[config.mk]
export PLATFORM = sky130hd
export DESIGN_NAME = router_ctrl_fsm
export DESIGN_NICKNAME = d
export VERILOG_FILES = /design/src/rtl/router_ctrl_fsm.sv
export SDC_FILE = /design/constraint.sdc
export NUM_CORES = 1
export LEC_CHECK = 0
export ABC_AREA = 1
export CAP_MARGIN = 10
export CORE_UTILIZATION = 30
export CTS_CLUSTER_DIAMETER = 80
export DETAILED_ROUTE_END_ITERATION = 12
export PLACE_DENSITY = 0.67
export SLEW_MARGIN = 0
export SYNTH_ARGS = -nofsm -noshare
export SYNTH_HDL_FRONTEND = slang
export SYNTH_SLANG_ARGS = --single-unit
[constraint.sdc]
create_clock -name clock -period 2.3 [get_ports clock]
set_input_delay 0.23 -clock clock [delete_from_list [all_inputs] [get_ports clock]]
set_output_delay 0.23 -clock clock [all_outputs]
set_load 0.01 [all_outputs]
[src/rtl/router_ctrl_fsm.sv]
// Router input-side control FSM: address decode, drain wait, header/payload/stall/parity sequencing.
// Latency: Moore outputs, one clock after the causing input. Backpressure: busy holds the source; optional WTE watchdog under ROUTER_FSM_TIMEOUT_EN.
module router_ctrl_fsm #(
    parameter int TIMEOUT_CYCLES = 30
) (
    input  logic       clock,
    input  logic       reset,
    input  logic       pkt_valid,
    input  logic [1:0] data_in,
    input  logic       fifo_full,
    input  logic       fifo_empty_0,
    input  logic       fifo_empty_1,
    input  logic       fifo_empty_2,
    input  logic       soft_reset_0,
    input  logic       soft_reset_1,
    input  logic       soft_reset_2,
    input  logic       parity_done,
    input  logic       low_packet_valid,
    output logic       detect_add,
    output logic       lfd_state,
    output logic       ld_state,
    output logic       laf_state,
    output logic       full_state,
    output logic       rst_int_reg,
    output logic       write_enb_reg,
    output logic       busy,
    output logic       drop_pkt
);

    typedef enum logic [2:0] {DA, LFD, LD, FFS, LAF, LP, CPE, WTE} state_t;

    state_t     state_q, state_d;
    logic [1:0] addr_q;
    logic [3:0] empty_vec, srst_vec;
    logic       sel_soft_reset;
    logic       timeout_hit;

    // Bit 3 pads address 3 so lookups never go out of range.
    assign empty_vec      = {1'b0, fifo_empty_2, fifo_empty_1, fifo_empty_0};
    assign srst_vec       = {1'b0, soft_reset_2, soft_reset_1, soft_reset_0};
    assign sel_soft_reset = srst_vec[addr_q];

`ifdef ROUTER_FSM_TIMEOUT_EN
    localparam int CNT_W = $clog2(TIMEOUT_CYCLES + 1);
    logic [CNT_W-1:0] wd_cnt;

    assign timeout_hit = (state_q == WTE) && (wd_cnt == CNT_W'(TIMEOUT_CYCLES - 1));

    always_ff @(posedge clock) begin
        if (reset) begin
            wd_cnt   <= '0;
            drop_pkt <= 1'b0;
        end else begin
            wd_cnt   <= (state_q == WTE && !timeout_hit) ? wd_cnt + 1'b1 : '0;
            drop_pkt <= timeout_hit && !sel_soft_reset;
        end
    end
`else
    logic unused_timeout;
    assign unused_timeout = |TIMEOUT_CYCLES;
    assign timeout_hit    = 1'b0;
    assign drop_pkt       = 1'b0;
`endif

    always_comb begin
        state_d = state_q;
        case (state_q)
            DA: begin
                if (pkt_valid && data_in != 2'd3)
                    state_d = empty_vec[data_in] ? LFD : WTE;
            end
            LFD: state_d = LD;
            LD: begin
                if (fifo_full)       state_d = FFS;
                else if (!pkt_valid) state_d = LP;
            end
            FFS: if (!fifo_full) state_d = LAF;
            LAF: begin
                if (parity_done)           state_d = DA;
                else if (low_packet_valid) state_d = LP;
                else                       state_d = LD;
            end
            LP:  state_d = CPE;
            CPE: state_d = fifo_full ? FFS : DA;
            WTE: if (empty_vec[addr_q]) state_d = LFD;
            default: state_d = DA;
        endcase
        // A flush of the selected port beats the watchdog, which beats normal flow.
        if (state_q != DA && sel_soft_reset) state_d = DA;
        else if (timeout_hit)                state_d = DA;
    end

    always_ff @(posedge clock) begin
        if (reset) begin
            state_q <= DA;
            addr_q  <= 2'd0;
        end else begin
            state_q <= state_d;
            if (state_q == DA && pkt_valid && data_in != 2'd3)
                addr_q <= data_in;
        end
    end

    assign detect_add    = (state_q == DA);
    assign lfd_state     = (state_q == LFD);
    assign ld_state      = (state_q == LD);
    assign laf_state     = (state_q == LAF);
    assign full_state    = (state_q == FFS);
    assign rst_int_reg   = (state_q == CPE);
    assign write_enb_reg = (state_q == LD) || (state_q == LP) || (state_q == LAF);
    assign busy          = !((state_q == DA) || (state_q == LD));

endmodule

==> metrics <==
status=completed; worst skew pair latency=0.24 ns; Synth Instances=92; sw frac=45.52%; vias in the first global route=between 500 and 600; Seq pwr share=19.7%; GPL Wtd Cong=0.8375; largest net degree at the start of global routing=9; antenna diode count=0; clk sinks=5; # Max-Cap Violations=0; remaining antenna violation count=0; Setup crit start kind=flop; post-synthesis sequential area ratio=21.11%; final net count=131; #FFs+latches synth=5; DIE HEIGHT=41.76 um; die width=41.76 um; RR Endpoint=state_q[1]; Clk pwr share=12.5%; Final Cell Area=721.9 um^2; Port Buf Inserts=21; synth unique cells=16; flop2flop setup slack=1.13 ns; final setup TNS=0 ns; Core Area=1383 um^2; Worst Setup SP=state_q[0]; Area Overhead vs Synth=52.24%; worst setup path end=write_enb_reg; WP data required=2.07 ns; Gate power share=67.7%; placed cell areas=about 700 um^2; RSZ-0062 raised after global routing=no; worst hold path type=reg2reg; CTS tree=done; Leakage=0.3546 nW; DRC=0; cts hold-fix bufs=0; fin crit share=between 70% and 80%; commonest non-fill, non-tap cells in the layout=24 x nand2_1, 24 x nor2_1, 21 x clkdlybuf4s50_1; Vias=610; Root Buffer=clkbuf_4; Initial Util=34.30%; Via density=4.656; Reg2Reg Launch Point=state_q[2]; Max IR drop VDD=0.6106 mV; Synth Cell Area=~470 um^2; # setup viols final=0; grt total ovfl=0; HPWL Detailed=983.4 um; post-CTS setup buffers=0; Layout Skew=around 0.0050 ns; full die area=1743 um^2; Fin. Hold Viols=0; # rows=13; pwr/cell area=around 1100 nW/um^2; IO Pins=23; CTS clk-pin slew, worst paths=0.04 ns; Synth Area per Inst=5.154 um^2; CTS HTree Levels=1; internal power=around 430 uW; Max Transition Viols Final=0; Max Fclk=556.0 MHz; Worst Setup End Kind=primary output; initial antenna violation count=0; crit path max fanout=4; Routed Wire Length=about 1100 um; Period minus WS final=about 1.8 ns; share of layout cells above drive strength 1=8.621%; GRT Total Usage=13.94%; Setup WS pre-CTS=approximately 0.72 ns; initial DRC count=16; 1st-pass router iterations=4; Sw Pwr=361.4 uW; total power=between 700 and 800 uW; mean routed wirelength per cell=around 9 um; final setup margin=0.5013 ns; cts repair resizes=0; syn_nets=106; Longest Clk Path Bufs=2; CTS Buf Count=3; critical path class=reg2out; WP data arrival=1.57 ns; yosys warns=0; first-pass GRT wire length=1925 um; Reg2Reg Depth=7
==> state kept, by name, summed over array words and instances (netlist names) <==
| register | count |
|---|---|
| state_q | 3 |
| addr_q | 2 |
==> cells in the mapped netlist <==
library cell | count | area (um^2)
dfxtp_1 | 5 | 100.1
or2_2 | 1 | 6.260
nand3_1 | 7 | 35.03
nand2_1 | 24 | 90.09
a211oi_1 | 2 | 15.01
nand2_2 | 2 | 12.51
nor2_2 | 1 | 6.260
inv_1 | 12 | 45.04
o21ai_0 | 5 | 25.02
nor2_1 | 24 | 90.09
inv_2 | 2 | 7.510
buf_4 | 1 | 7.510
nand3_2 | 1 | 10.01
a21oi_1 | 3 | 15.01
conb_1 | 1 | 3.750
nor3_1 | 1 | 5.000
==> routing by layer <==
layer	track usage (%)	wire length, um
met5	0	0
met4	9.032	22
met3	2.609	84
met2	22.81	541
met1	16.41	497
==> cell families after synthesis <==
family	Yosys count	synth area share, %
other cells	1	0.7908
compound gates	10	11.61
simple gates	61	53.83
flops	5	21.11
buf+inv	15	12.67
==> cell type report <==
class / instances / area, um^2
clock buffer: 4 / 26.28
fill: 145 / 660.6
inverter: 14 / 52.55
multi-input combinational: 72 / 314.1
sequential: 5 / 100.1
tap: 15 / 18.77
timing repair buffer: 21 / 210.2
==> stage by stage <==
step / utilization [%] / std cells / hold WS (ns)
3_3_place_gp: 50.32 / 127 / 0.5386
2_1_floorplan: - / 92 / 0.3085
6_report: 52.22 / 131 / 0.5340
3_5_place_dp: 50.32 / 127 / 0.5313
5_1_grt: 52.22 / 131 / 0.5597
4_1_cts: 52.22 / 131 / 0.5368
==> power groups by stage <==
stage,Sequential (mW),Combinational (mW),Clock (mW)
after floorplan,0.150,0.334,0
after global placement,0.158,0.541,0
after detailed placement,0.158,0.537,0
after CTS,0.156,0.540,0.102
after global routing,0.164,0.602,0.104
final,0.157,0.538,0.0996
==> how the worst min path moves through the flow <==
stage              start         to  slack (ns)  depth (start not counted)
2_1_floorplan      reset  addr_q[0]        0.31                          1
3_3_place_gp   addr_q[1]  addr_q[1]        0.54                          2
3_5_place_dp   addr_q[0]  addr_q[0]        0.53                          2
4_1_cts        addr_q[0]  addr_q[0]        0.54                          2
5_1_grt        addr_q[0]  addr_q[0]        0.56                          2
6_report       addr_q[0]  addr_q[0]        0.53                          2
==> worst max-delay path: stages, from the launching register on <==
cell	delay, ns
dfxtp_1	0.32
inv_1	0.08
nand2_1	0.08
nor2_1	0.20
nor2_1	0.07
nand2_1	0.06
clkdlybuf4s50_1	0.52
Note: power is estimated with default switching activity, not from simulation.
